File: src/rtl/tdc_event_stamper.sv
// -----------------------------------------------------------------------------
// tdc_event_stamper
//
// Timestamps hit events from the TDC test path. Each rising edge of `hit`
// seen while armed captures the free-running coarse counter together with the
// delay-line thermometer snapshot. The snapshot is converted to a binary fine
// code one cycle later, and {coarse, fine} is pushed into a small output FIFO
// with a valid/ready interface. `clear` re-arms the capture logic between hits.
//
// Build option:
//   TDC_BUBBLE_CORRECT_EN  defined   : fine = saturated popcount of thermometer
//                          undefined : fine = highest set tap index + 1
//                                      (0 if none), saturated to TAPS-1
//
// Parameters:
//   COARSE_W   coarse counter width
//   TAPS       delay-line thermometer width
//   FINE_W     fine code width, must equal clog2(TAPS)
//   FIFO_DEPTH output FIFO entries, power of two >= 2
//
// Ports:
//   clk          clock
//   rst_n        asynchronous active-low reset
//   hit          synchronous hit strobe (rising edge is the event)
//   clear        synchronous re-arm strobe
//   fine_therm   thermometer snapshot, bit 0 is the earliest tap
//   out_valid    FIFO head is valid
//   out_ready    consumer accepts the head
//   out_data     {coarse, fine}, coarse in the MSBs; zero while empty
//   fifo_count   FIFO occupancy
//   overflow     sticky, set when a word is dropped on a full FIFO
//   missed_hits  saturating count of hit edges ignored while not armed
// -----------------------------------------------------------------------------
module tdc_event_stamper #(
    parameter int COARSE_W   = 16,
    parameter int TAPS       = 64,
    parameter int FINE_W     = 6,
    parameter int FIFO_DEPTH = 8
) (
    input  logic                          clk,
    input  logic                          rst_n,
    input  logic                          hit,
    input  logic                          clear,
    input  logic [TAPS-1:0]               fine_therm,
    output logic                          out_valid,
    input  logic                          out_ready,
    output logic [COARSE_W+FINE_W-1:0]    out_data,
    output logic [$clog2(FIFO_DEPTH):0]   fifo_count,
    output logic                          overflow,
    output logic [7:0]                    missed_hits
);

    localparam int DATA_W = COARSE_W + FINE_W;
    localparam int AW     = $clog2(FIFO_DEPTH);

    // Largest representable fine code, held one bit wider than the code so
    // that a full-scale count (TAPS) can be compared before saturation.
    localparam logic [FINE_W:0] FINE_MAX = (FINE_W + 1)'(TAPS - 1);

    typedef enum logic {
        ST_ARMED,
        ST_WAIT_CLEAR
    } state_t;

    // -------------------------------------------------------------------------
    // Declarations
    // -------------------------------------------------------------------------
    state_t                r_state;
    state_t                w_next_state;
    logic                  w_capture;
    logic                  w_miss;

    logic [COARSE_W-1:0]   r_coarse;
    logic                  r_hit_q;
    logic                  w_rise;

    logic                  r_s1_valid;
    logic [COARSE_W-1:0]   r_s1_coarse;
    logic [TAPS-1:0]       r_s1_therm;

    logic [FINE_W:0]       w_fine_wide;
    logic [FINE_W-1:0]     w_fine;

    logic [DATA_W-1:0]     r_mem [FIFO_DEPTH];
    logic [AW-1:0]         r_wr_ptr;
    logic [AW-1:0]         r_rd_ptr;
    logic [AW:0]           r_count;
    logic                  r_overflow;
    logic [7:0]            r_missed;

    logic                  w_full;
    logic                  w_push;
    logic                  w_pop;
    logic                  w_push_ok;
    logic                  w_drop;

    // -------------------------------------------------------------------------
    // Coarse counter and hit edge detect
    // -------------------------------------------------------------------------
    always_ff @(posedge clk or negedge rst_n) begin
        if (!rst_n) begin
            r_coarse <= '0;
            r_hit_q  <= 1'b0;
        end else begin
            r_coarse <= r_coarse + COARSE_W'(1);
            r_hit_q  <= hit;
        end
    end

    assign w_rise = hit & ~r_hit_q;

    // -------------------------------------------------------------------------
    // Arm / re-arm FSM
    // -------------------------------------------------------------------------
    always_ff @(posedge clk or negedge rst_n) begin
        if (!rst_n) begin
            r_state <= ST_ARMED;
        end else begin
            r_state <= w_next_state;
        end
    end

    always_comb begin
        w_next_state = r_state;
        w_capture    = 1'b0;
        w_miss       = 1'b0;
        case (r_state)
            ST_ARMED: begin
                if (w_rise) begin
                    w_capture    = 1'b1;
                    w_next_state = ST_WAIT_CLEAR;
                end
            end
            ST_WAIT_CLEAR: begin
                // A hit coinciding with clear still counts as missed; the
                // clear wins for the state transition.
                if (w_rise) begin
                    w_miss = 1'b1;
                end
                if (clear) begin
                    w_next_state = ST_ARMED;
                end
            end
            default: begin
                w_next_state = ST_ARMED;
            end
        endcase
    end

    always_ff @(posedge clk or negedge rst_n) begin
        if (!rst_n) begin
            r_missed <= '0;
        end else if (w_miss && (r_missed != 8'hFF)) begin
            r_missed <= r_missed + 8'd1;
        end
    end

    // -------------------------------------------------------------------------
    // Capture stage 1: coarse value (pre-increment) and thermometer snapshot
    // -------------------------------------------------------------------------
    always_ff @(posedge clk or negedge rst_n) begin
        if (!rst_n) begin
            r_s1_valid  <= 1'b0;
            r_s1_coarse <= '0;
            r_s1_therm  <= '0;
        end else begin
            r_s1_valid <= w_capture;
            if (w_capture) begin
                r_s1_coarse <= r_coarse;
                r_s1_therm  <= fine_therm;
            end
        end
    end

    // -------------------------------------------------------------------------
    // Capture stage 2: thermometer to binary conversion
    // -------------------------------------------------------------------------
`ifdef TDC_BUBBLE_CORRECT_EN
    // Popcount tolerates bubbles in the thermometer code.
    always_comb begin
        w_fine_wide = '0;
        for (int unsigned i = 0; i < TAPS; i++) begin
            w_fine_wide = w_fine_wide + (FINE_W + 1)'(r_s1_therm[i]);
        end
    end
`else
    // Priority encoder on the highest set tap; the last match wins.
    always_comb begin
        w_fine_wide = '0;
        for (int unsigned i = 0; i < TAPS; i++) begin
            if (r_s1_therm[i]) begin
                w_fine_wide = (FINE_W + 1)'(i + 1);
            end
        end
    end
`endif

    always_comb begin
        if (w_fine_wide > FINE_MAX) begin
            w_fine = FINE_MAX[FINE_W-1:0];
        end else begin
            w_fine = w_fine_wide[FINE_W-1:0];
        end
    end

    // -------------------------------------------------------------------------
    // Output FIFO
    // -------------------------------------------------------------------------
    assign w_full    = (r_count == (AW + 1)'(FIFO_DEPTH));
    assign out_valid = (r_count != '0);
    assign w_push    = r_s1_valid;
    assign w_pop     = out_valid & out_ready;
    // A full FIFO still accepts a push when the head leaves in the same cycle.
    assign w_push_ok = w_push & (~w_full | w_pop);
    assign w_drop    = w_push & w_full & ~w_pop;

    always_ff @(posedge clk) begin
        if (w_push_ok) begin
            r_mem[r_wr_ptr] <= {r_s1_coarse, w_fine};
        end
    end

    always_ff @(posedge clk or negedge rst_n) begin
        if (!rst_n) begin
            r_wr_ptr   <= '0;
            r_rd_ptr   <= '0;
            r_count    <= '0;
            r_overflow <= 1'b0;
        end else begin
            if (w_push_ok) begin
                r_wr_ptr <= r_wr_ptr + AW'(1);
            end
            if (w_pop) begin
                r_rd_ptr <= r_rd_ptr + AW'(1);
            end
            case ({w_push_ok, w_pop})
                2'b10:   r_count <= r_count + (AW + 1)'(1);
                2'b01:   r_count <= r_count - (AW + 1)'(1);
                default: r_count <= r_count;
            endcase
            if (w_drop) begin
                r_overflow <= 1'b1;
            end
        end
    end

    // Head storage is not reset, so the output is forced to zero while empty.
    assign out_data    = out_valid ? r_mem[r_rd_ptr] : '0;
    assign fifo_count  = r_count;
    assign overflow    = r_overflow;
    assign missed_hits = r_missed;

endmodule

File: config.mk
export PLATFORM = sky130hd
export DESIGN_NAME = tdc_event_stamper
export DESIGN_NICKNAME = d
export VERILOG_FILES = /design/src/rtl/tdc_event_stamper.sv
export SDC_FILE = /design/constraint.sdc
export NUM_CORES = 1
export LEC_CHECK = 0
export CORE_AREA = 2 2 102 203
export CTS_CLUSTER_DIAMETER = 30
export DETAILED_ROUTE_END_ITERATION = 12
export DIE_AREA = 0 0 104 205
export MAX_ROUTING_LAYER = met4
export PLACE_DENSITY_LB_ADDON = 0.1
export SLEW_MARGIN = 25
export SYNTH_ARGS = -nofsm -noshare
export SYNTH_HDL_FRONTEND = slang
export SYNTH_SLANG_ARGS = --single-unit
export TNS_END_PERCENT = 1
File: constraint.sdc
create_clock -name clk -period 7.4 [get_ports clk]
set_clock_uncertainty 0.15 [all_clocks]
set_input_delay 1.48 -clock clk [delete_from_list [all_inputs] [get_ports clk]]
set_output_delay 1.48 -clock clk [all_outputs]
set_load 0.01 [all_outputs]
==> impl_results.md, run 1 <==
- Internal Power: 3.43 mW
- Switching Share: around 28%
- Comb power frac: 23.6%
- Initial DRC Count: approximately 380
- Required @ worst endpoint: 5.77 ns
- Detailed placement HPWL: roughly 15 mm
- CTS buffer count: 29
- DR WL/cell: between 20 and 25 µm
- Tot Pwr: ~4.8 mW
- Routed vias: 6810
- Arrival @ worst endpoint: ~3.3 ns
- CTS tree: built
- Async SR Flop Fraction: around 40%
- Avg Cell Area, Syn: 16.0 µm²
- GRT Util Overall: about a quarter
- RSZ-0062 raised after global routing: no
- Core Util, Final: between 70% and 80%
- Initial Util: between 60% and 70%
- Post-CTS setup buffers: 0
- Worst VDD drop: roughly 0.00027 V
- Most common cell after layout, fill and taps aside: edfxtp_1
- Final hold violations: 0
- Most frequent cells in the layout: 176 x edfxtp_1, 116 x dfrtp_1, 103 x clkdlybuf4s50_1, 68 x mux2_2, 56 x nor2_1
- Max FO, Critical Path: 26
- First-pass GRT wire length: between 30 and 40 mm
- Worst-path clk slew: approximately 0.06 ns
- Sequential cell area: around 0.0082 mm²
- Finished Cell Area: approximately 0.014 mm²
- Area Overhead vs Synth: 19.6%
- Final wirelength: 24.0 mm
- EDFF count, synth: 176
- H-Tree Depth: 1
- Root Buffer: clkbuf_16
- Crit Path Class: register to output port
- Rel. slew slack: around 44%
- Layout fillers: between 1000 and 1500
- Endpoints failing setup: 0
- Warnings from Yosys: 0
- Layout cells sized above 1: 20.9%
- Clk_lat worst skew: between 0.5 and 0.6 ns
- Sequential share of power: between 40% and 50%
- 1st-pass router iterations: 5
- Outcome: finished, final reports clean
- Actual slew at the worst max-slew pin: approximately 0.84 ns
- Leakage Power: just over 5 nW
- CTS sink cnt: approximately 290
- Diodes inserted: 0
- Gpl congestion: 0.861
- Final TNS setup: 0 ns
- DRC: 0
- Startpoint types: register
- Core ar.: just under 0.02 mm²
- Slew Limit Fails: 0
- Cell Rows: 73
- Resized Gates After CTS: 0
- Post-route minimum period: 4.92 ns
- Vert. Die Dim: about 210 µm
- Psw: approximately 1.3 mW
- Highest clock rate: between 200 and 250 MHz
- Port Buffer Count: 104
- Post-Syn Nets: roughly 830
- Die width: around 100 µm
- Seq/Total Area, Yosys: 68.5%
- Hold WC Path Type: register to register
- Pwr dens: between 300 and 400 mW/mm²
- Worst Setup End Kind: output port
- Post-Place Cell Area: approximately 0.013 mm²
- Synth Flop Type: edfxtp_1
- # nets final: between 900 and 1000
- Max-cap viol count: 0
- GRT Residual Overflow: 0
- Vias per inst: approximately 6
- Post-CTS Hold Buffers: 0
- Vias in the first global route: between 7000 and 8000
- Area of the die: ~0.021 mm²
- Synth unique cells: slightly below 50
- Seq cells post-synth: 294
- Post-synthesis cell area: 0.0120 mm²
- Antenna viol nets, final: 0
- Largest net degree at the start of global routing: 95
- Clk buf depth: 3
- Initial antenna violation count: 0
- # IOs: roughly 110
- Clock Power Share: 31.0%
- Area of the multi-input gates: between 0.003 and 0.004 mm²
- Ratio of final minimum period to clock period: between 60% and 70%
- Synth Instances: 750
## power groups by stage
stage / sequential, mW / clock (mW) / combinational, mW
finish: 2.17 / 1.48 / 1.13
global route: 2.19 / 1.57 / 1.23
CTS: 2.17 / 1.51 / 1.14
detailed placement: 2.20 / 0 / 1.13
global placement: 2.18 / 0 / 1.10
floorplan: 2.08 / 0 / 0.773
## worst paths after layout
kind / startpoint / end / slack [ns] / cells after the start
max: r_rd_ptr[0] / out_data[7] / 2.48 / 5
min: r_coarse[15] / r_coarse[15] / 0.33 / 1
max reg2reg: fifo_count[0] / fifo_count[3] / 4.55 / 10
min reg2reg: r_coarse[15] / r_coarse[15] / 0.33 / 1
max in group asynchronous: rst_n / missed_hits[5] / 5.25 / 2
min in group asynchronous: rst_n / r_s1_therm[45] / 0.74 / 1
## layout make-up
class | count | share of cell area, %
well taps | 262 | 2.28
repair buffers | 117 | 7.95
flip-flops and latches | 294 | 57.3
clock inverters | 20 | 1.56
multi-input cells | 410 | 25.1
clock buffers | 33 | 5.29
inverters | 21 | 0.548
## sequential cells by signal, indices dropped and copies added (netlist names)
name / cells
r_coarse: 16
r_wr_ptr: 3
r_mem: 176
r_s1_therm: 64
r_hit_q: 1
overflow: 1
r_s1_coarse: 16
missed_hits: 8
r_s1_valid: 1
r_rd_ptr: 3
r_state: 1
fifo_count: 4
## cell families (layout without fill, tap and decap cells)
family,after synthesis,count (layout),synth area share [%]
buffers and inverters,46,191,1.73
adders and majority gates,8,8,0.894
muxes,136,136,16.6
DFF,294,294,68.5
xor gates and xnor gates,28,28,2.04
and+or+nand+nor,175,175,6.99
AOI/OAI and AO/OA,63,63,3.29
## cells in the mapped netlist, types with 6 or more instances
cell | instances | area [µm²]
mux2_2 | 68 | 766
a21oi_1 | 14 | 70.1
inv_1 | 21 | 78.8
nor2_1 | 56 | 210
and3_1 | 6 | 37.5
o21ai_0 | 18 | 90.1
nand2_1 | 42 | 158
nand3_1 | 13 | 65.1
buf_2 | 7 | 35.0
nand4_1 | 6 | 37.5
xnor2_1 | 21 | 184
mux4_2 | 44 | 991
clkbuf_1 | 8 | 30.0
dfrtp_1 | 118 | 2950
xor2_1 | 7 | 61.3
ha_1 | 7 | 87.6
nor4_1 | 15 | 93.8
mux2i_1 | 23 | 230
nand2b_1 | 6 | 37.5
nor3_1 | 15 | 75.1
buf_4 | 7 | 52.6
edfxtp_1 | 176 | 5290
## per-stage QoR
stage | setup slack (ns) | std cells | hold slack [ns]
final | 2.48 | 1157 | 0.325
after global routing | 2.22 | 1157 | 0.356
after CTS | 2.41 | 1157 | 0.328
after detailed placement | 3.00 | 1104 | 0.315
after global placement | 2.98 | 1104 | 0.310
after floorplan | 3.38 | 750 | 0.290
## routing by layer
| metal | vias to the layer above | track usage, % | part of all wire (%) |
|---|---|---|---|
| met5 | - | - | 0 |
| li1 | 3096 | - | - |
| met3 | 50 | 2.51 | 3.8 |
| met1 | 3463 | 27.4 | 37 |
| met4 | 0 | 8.01 | 2.6 |
| met2 | 201 | 44.8 | 57 |
## worst max-delay path, stage by stage, from the launching register on
cell and delay (ns):
dfrtp_2 0.91, buf_4 0.51, mux4_2 0.56, mux2i_1 0.19, nor2_1 0.07, clkdlybuf4s50_1 0.48
(Power assumes the default switching activity.)
==> run 2, diff against run 1 <==
--- a/config.mk
+++ b/config.mk
@@ -5,10 +5,10 @@
 export SDC_FILE = /design/constraint.sdc
 export NUM_CORES = 1
 export LEC_CHECK = 0
-export CORE_AREA = 2 2 102 203
+export CORE_AREA = 2 2 111 221
 export CTS_CLUSTER_DIAMETER = 30
 export DETAILED_ROUTE_END_ITERATION = 12
-export DIE_AREA = 0 0 104 205
+export DIE_AREA = 0 0 113 223
 export MAX_ROUTING_LAYER = met4
 export PLACE_DENSITY_LB_ADDON = 0.1
 export SLEW_MARGIN = 25
==> constraint.sdc (replaced) <==
create_clock -name clk -period 4.27 [get_ports clk]
set_clock_uncertainty 0.15 [all_clocks]
set_input_delay 0.854 -clock clk [delete_from_list [all_inputs] [get_ports clk]]
set_output_delay 0.854 -clock clk [all_outputs]
set_load 0.01 [all_outputs]
==> run 2 against run 1 <==
Effect of this change:
- the run now ends with design-rule violations left
- first-iteration DRC count rose by 8.1%
- global-route usage decreased by 3.4 points
- die area up 18%
- register-to-register slack worse by 3.1 ns
- cell area up 2.7%
- combinational power rose by 82%
- critical path depth unchanged
- clock power is 110% higher
- final cell count up 3.5%
- core utilization fell by 10 points
- critical endpoint is now out_data[0]
- largest cell class unchanged
==> impl_results.md, run 2 (synthesis gave the netlist of run 1 again) <==
- Port Buffer Count: 104 (unchanged)
- GRT Residual Overflow: 0 (unchanged)
- CTS buffer count: 35 (+21%)
- RSZ-0062 raised after global routing: no
- Ratio of final minimum period to clock period: 86.6%
- Switching Share: 28.5% (+0.26 points)
- Internal Power: 6.31 mW (+84%)
- Area Overhead vs Synth: 22.8%
- Vias per inst: 5.69 (-3.4%)
- CP Cell Sequence: buf_4 > mux4_2 > mux2i_1 > nor2_1 > clkdlybuf4s50_1
- R2r worst-path depth: 10 (unchanged)
- Hold WC Path Type: primary input to asynchronous set/reset pin
- Sequential share of power: 41.9% (-3.5 points)
- Worst Setup End Kind: output port
- Met3 WL: 937 µm (+2.7%)
- Failing checks: design-rule violations
- Root Buffer: clkbuf_16
- Max-cap viol count: 0 (unchanged)
- Critical path's top delay family: buffers and inverters
- Detailed placement HPWL: 15.4 mm (+0.68%)
- Area of the die: 0.0252 mm² (+18%)
- Initial DRC Count: 414 (+8.1%)
- Post-CTS Hold Buffers: 0 (unchanged)
- Vias in the first global route: 7107 (-2.6%)
- Outcome: finished with violations
- DRC: 4 (+4)
- Layout fillers: 1772 (+36%)
- Final TNS setup: 0 ns (unchanged)
- Max FO, Critical Path: 28 (+7.7%)
- Final hold violations: 0 (unchanged)
- Slowest-stage cell, CP: mux4_2
- Dpl cells: 1134 (+2.7%)
- Layout cells sized above 1: 23.1% (+2.2 points)
- Required @ worst endpoint: 3.27 ns (-2.50 ns)
- Worst-path clk slew: 0.06 ns (about the same)
- Routed met2 length: 12.7 mm (-6.7%)
- Worst path max stage delay: 0.58 ns (-0.33 ns)
- Arrival @ worst endpoint: 2.69 ns (-0.60 ns)
- Core ar.: 0.0236 mm² (+20%)
- Resized Gates After CTS: 0 (unchanged)
- Worst VDD drop: 0.000446 V (+67%)
- # nets final: 961 (+1.2%)
- Cell Rows: 80 (+9.6%)
- Antenna viol nets, final: 0 (unchanged)
- Initial antenna violation count: 0 (unchanged)
- Number of flip-flops in the largest register: 176 (unchanged)
- Highest clock rate: between 200 and 300 MHz
- # IOs: 105 (unchanged)
- Actual slew at the worst max-slew pin: 0.933 ns (+0.0939 ns)
- Clk buf depth: 3 (unchanged)
- Slew Limit Fails: 0 (unchanged)
- Die width: 113 µm (+8.7%)
- Most common cell after layout, fill and taps aside: edfxtp_1
- CTS tree: built
- 1st-pass router iterations: 9 (+4)
- Initial Util: 50.9% (-10 points)
- Crit Path Class: register to output port
- Diodes inserted: 0 (unchanged)
- Rel. slew slack: 37.8% (-6.3 points)
- First-pass GRT wire length: 39.3 mm (+1.9%)
- Vert. Die Dim: 223 µm (+8.8%)
- GRT Util Overall: 20.7% (-3.4 points)
- Clk_lat worst skew: 0.51 ns (-0.03 ns)
- Post-route minimum period: ~3.7 ns
- Endpoints failing setup: 0 (unchanged)
- Largest registers: r_mem (176), r_s1_therm (64)
- Leakage Power: 5.25 nW (+3.2%)
- Routed vias: 6809 (-0.015%)
- Biggest register: r_mem
- Startpoint types: register
- Largest net degree at the start of global routing: 93 (-2.1%)
- DR WL/cell: 20.5 µm (-1.2%)
- Gpl congestion: 0.796 (-7.6%)
- Clock Power Share: 34.8% (+3.8 points)
- Comb power frac: 23.3% (-0.3 points)
- Worst path depth: 5 (unchanged)
- Most frequent cells in the layout: 176 x edfxtp_1, 116 x dfrtp_1, 103 x clkdlybuf4s50_1, 68 x mux2_2, 50 x nor2_1
- Psw: 2.51 mW (+86%)
- CTS sink cnt: 294 (unchanged)
- Non-filler cells, final: 1197 (+3.5%)
- Pwr dens: 596 mW/mm² (+80%)
- CP bufs+invs: 2 (unchanged)
- Final wirelength: 24.5 mm (+2.2%)
- Wire length on met1: 10.3 mm (+17%)
- Max layer used: met4
- H-Tree Depth: 2 (+1)
- Post-CTS setup buffers: 0 (unchanged)
[run 2: area by class of cell]
class	count	area, µm²	area share, %
Inverter	21	78.8	0.533
Tap cell	287	359	2.43
Sequential cell	294	8240	55.8
Timing Repair Buffer	122	1240	8.36
Multi-Input combinational cell	410	3630	24.5
Clock buffer	41	983	6.65
Clock inverter	22	254	1.72
[run 2: metrics by stage]
step	hold WS (ns)	utilization (%)	setup WS [ns]	cell area (µm²)	power [mW]
CTS	0.106	62.6	0.524	14800	8.92
detailed placement	0.320	57.3	1.03	13500	5.83
finish	0.116	62.6	0.573	14800	8.82
global route	0.128	62.6	0.388	14800	9.23
floorplan	0.290	-	0.877	12000	4.94
global placement	0.310	57.3	1.08	13500	5.79
[run 2: per-layer routing]
layer | up-vias | global-route usage (%)
met1 | 3504 | 27.0
met2 | 141 | 34.2
li1 | 3129 | -
met3 | 35 | 2.88
met4 | 0 | 6.18
met5 | - | -
[run 2: power groups by stage]
stage               Sequential, mW  Combinational [mW]  Clock (mW)
floorplan                     3.60                1.34           0
global placement              3.73                2.06           0
detailed placement            3.74                2.09           0
CTS                           3.70                2.10        3.13
global route                  3.74                2.26        3.23
finish                        3.69                2.06        3.06
[run 2: final timing paths]
kind                                from              to  slack, ns
max                          r_rd_ptr[0]     out_data[0]       0.57
min                                rst_n  r_s1_therm[33]       0.12
max reg2reg                fifo_count[0]   fifo_count[3]       1.48
min reg2reg                 r_coarse[15]    r_coarse[15]       0.33
max in group asynchronous          rst_n     r_rd_ptr[0]       2.99
min in group clk            r_coarse[15]    r_coarse[15]       0.33
==> run 3, diff against run 2 <==
--- a/config.mk
+++ b/config.mk
@@ -5,10 +5,12 @@
 export SDC_FILE = /design/constraint.sdc
 export NUM_CORES = 1
 export LEC_CHECK = 0
-export CORE_AREA = 2 2 111 221
+export ABC_AREA = 1
+export CAP_MARGIN = 20
+export CORE_AREA = 2 2 112 223
 export CTS_CLUSTER_DIAMETER = 30
 export DETAILED_ROUTE_END_ITERATION = 12
-export DIE_AREA = 0 0 113 223
+export DIE_AREA = 0 0 114 225
 export MAX_ROUTING_LAYER = met4
 export PLACE_DENSITY_LB_ADDON = 0.1
 export SLEW_MARGIN = 25
==> run 3 against run 2 <==
Effect of this change:
- the flow now finishes without violations
- flip-flop and latch count did not move
- largest cell class unchanged
- clock-buffer cell count up 3
- synthesized area up 2.2%
- non-clock buffer count is the same
- clock power shrank 4%
- core utilization up 0.057 points
- cell area rose by 0.94%
- register-to-register slack worse by 1.1 ns
- first-iteration DRC count is 9.4% higher
- largest power group unchanged
- sequential power decreased by 5%
- maximum frequency shrank 4.2%
- global-route usage rose by 0.97 points
- highest routed layer unchanged
==> impl_results.md, run 3 <==
- Initial antenna violation count: 0 (unchanged)
- CTS sink cnt: 294 (unchanged)
- Initial Util: 51.6% (+0.68 points)
- Area Overhead vs Synth: 21.3%
- Startpoint types: register
- Final wirelength: 26.4 mm (+7.5%)
- Biggest register: r_mem
- Synth unique cells: 33 (-33%)
- First-pass GRT wire length: 41.6 mm (+6.0%)
- Worst Setup End Kind: register
- Initial DRC Count: 453 (+9.4%)
- Avg Cell Area, Syn: 10.8 µm² (-33%)
- CP most frequent cell: nand2_1
- Synth Instances: 1142 (+52%)
- Most common cell after layout, fill and taps aside: nand2_1
- Synth area leaders: edfxtp_1 43%, dfrtp_1 24%, o21ai_0 7.0%
- Met2 Track Usage GR: 41.0% (+6.8 points)
- Global Route met3 Usage: 2.37% (-0.51 points)
- Vias in the first global route: 8175 (+15%)
- Critical path's top delay family: simple AND/OR/NAND/NOR gates
- List of most frequent post-synthesis cells: 201 x nand2_1, 176 x edfxtp_1, 173 x nor2_1
- Slowest-stage cell, CP: dfrtp_1
- CP bufs+invs: 1 (-1)
- Post-synth top area share: 43.0% (-0.94 points)
- Rel. slew slack: 37.3% (-0.51 points)
- Post-route minimum period: 3.86 ns (+0.161 ns)
- Non-filler cells, final: 1562 (+30%)
- Area of the die: 0.0257 mm² (+1.8%)
- Post-CTS Hold Buffers: 0 (unchanged)
- Vias per inst: 5.29 (-7.1%)
- Largest net degree at the start of global routing: 131 (+41%)
- Port Buffer Count: 104 (unchanged)
- Number of flip-flops in the largest register: 176 (unchanged)
- Slew Limit Fails: 0 (unchanged)
- Worst slack, placed: 0.359 ns (-0.668 ns)
- Dpl cells: 1500 (+32%)
- H-Tree Depth: 2 (unchanged)
- Warnings from Yosys: 0 (unchanged)
- Leading area contributor after synthesis: edfxtp_1
- Max FO, Critical Path: 8 (-71%)
- Worst-path clk slew: 0.05 ns (about the same)
- Synth Flop Type: edfxtp_1
- Finished Cell Area: 0.0149 mm² (+0.94%)
- GR peak layer: met2
- CTS tree: built
- Reg2Reg Setup Slack: 0.41 ns (-1.07 ns)
- Arrival @ worst endpoint: 3.94 ns (+1.25 ns)
- Grt met1 use: 23.7% (-3.4 points)
- Post-Place Cell Area: 0.0137 mm² (+1.5%)
- Count leader, synth: nand2_1
- Tot Pwr: 9.29 mW (+5.4%)
- Layout fillers: 1922 (+8.5%)
- 1st-pass router iterations: 4 (-5)
- Async SR Flop Fraction: 40.1% (unchanged)
- Vert. Die Dim: 225 µm (+0.90%)
- Post-Syn Nets: 1219 (+47%)
- Diodes inserted: 0 (unchanged)
- # IOs: 105 (unchanged)
- Worst VDD drop: 0.000327 V (-27%)
- Cell Rows: 80 (unchanged)
- Leakage Power: 5.85 nW (+11%)
- DRC: 0 (-4)
- Root Buffer: clkbuf_16
- Clk_lat worst skew: 0.51 ns (about the same)
- Post-synthesis cell area: 0.0123 mm² (+2.2%)
- Most frequent cells in the layout: 199 x nand2_1, 176 x edfxtp_1, 172 x o21ai_0, 165 x nor2_1, 117 x dfrtp_1
- GRT Residual Overflow: 0 (unchanged)
- DR WL/cell: 16.9 µm (-18%)
- Outcome: finished, final reports clean
- Ratio of final minimum period to clock period: 90.4% (+3.8 points)
- GRT Util Overall: 21.7% (+0.97 points)
- Post-CTS setup buffers: 0 (unchanged)
- Layout cells sized above 1: 9.25% (-14 points)
- Detailed placement HPWL: 16.1 mm (+4.6%)
- Required @ worst endpoint: 4.35 ns (+1.08 ns)
- Routed vias: 8257 (+21%)
- Core ar.: 0.0238 mm² (+0.85%)
- R2r worst-path depth: 62 (+52)
- Seq cells post-synth: 294 (unchanged)
- Antenna viol nets, final: 0 (unchanged)
- Endpoints failing setup: 0 (unchanged)
- Pwr dens: 623 mW/mm² (+4.4%)
- Final worst slack: 0.412 ns (-0.161 ns)
- Gpl congestion: 0.746 (-6.3%)
- Clk buf depth: 3 (unchanged)
- Seq/Total Area, Yosys: 67.0% (-1.5 points)
- R2R Path Start: r_s1_therm[2]
- Worst path max stage delay: 0.37 ns (-0.21 ns)
- CTS buffer count: 34 (-2.9%)
- Worst reg2reg path endpoint: r_mem[6][0]
- # nets final: 1326 (+38%)
- Highest clock rate: 259 MHz (-4.2%)
- Largest registers: r_mem (176), r_s1_therm (64)
- Hold WC Path Type: primary input to asynchronous set/reset pin
- Die width: 114 µm (+0.88%)
- EDFF count, synth: 176 (unchanged)
- Max-cap viol count: 0 (unchanged)
- Crit Path Class: register to register
- Final hold violations: 0 (unchanged)
- RSZ-0062 raised after global routing: yes
- Actual slew at the worst max-slew pin: 0.940 ns (+0.00658 ns)
==> run 3: layer usage <==
layer	routed length, µm	vias to the layer above
met1	10100	3964
li1	-	4093
met5	0	-
met2	14700	156
met3	907	44
met4	586	0
==> run 3: timing repair <==
action | 4_1_cts | 5_1_grt
hold endpoints to repair | 0 | 0
endpoints found under the setup margin | 0 | 8
gates resized for setup | 0 | 3
==> run 3: logic make-up (layout without fill, tap and decap cells) <==
kind of cell / Yosys count / after routing / synth area share, %
compound gates: 248 / 248 / 10.8
xor+xnor: 26 / 26 / 1.85
fa+ha+maj: 8 / 8 / 0.875
buf+inv: 147 / 280 / 6.05
flops: 294 / 294 / 67.0
mux: 1 / 1 / 0.0916
simple gates: 418 / 418 / 13.3
==> run 3: layout make-up <==
cell class                 instances  area, µm²  share of cell area (%)
clock buffer                      44        972                    6.52
clock inverter                    18        198                    1.33
inverter                          96        553                    3.71
multi-input combinational        701       3350                    22.5
sequential                       294       8240                    55.2
tap                              287        359                    2.41
timing repair buffer             122       1250                    8.37
==> run 3: worst reg2reg max path: cells and delay by family (launching register included) <==
| family | cells | cell delay, ns |
|---|---|---|
| buffers and inverters | 1 | 0.06 |
| flip-flops | 1 | 0.37 |
| AND/OR/NAND/NOR | 61 | 3.01 |
==> run 3: metrics by stage <==
step	hold WS [ns]	TNS [ns]	util, %
final	0.302	0	62.6
after detailed placement	0.308	0	57.7
after CTS	0.318	0	62.6
after global placement	0.307	0	57.7
after floorplan	0.273	0	-
after global routing	0.334	-1.57	62.6
==> run 3: power breakdown <==
group	leakage (nW)	internal (mW)	switching (mW)
clock	0.562	1.81	1.13
sequential	3.00	3.33	0.181
combinational	2.29	1.23	1.61
==> run 3: worst max path at each step <==
stage	start	depth (start not counted)	slack, ns	end
global route	r_s1_therm[0]	62	-0.20	r_mem[7][0]
detailed placement	r_s1_therm[0]	62	0.36	r_mem[2][0]
CTS	r_s1_therm[0]	62	0.32	r_mem[7][0]
global placement	r_s1_therm[0]	62	0.37	r_mem[1][0]
finish	r_s1_therm[2]	62	0.41	r_mem[6][0]
floorplan	r_s1_therm[0]	62	0.82	r_mem[0][0]
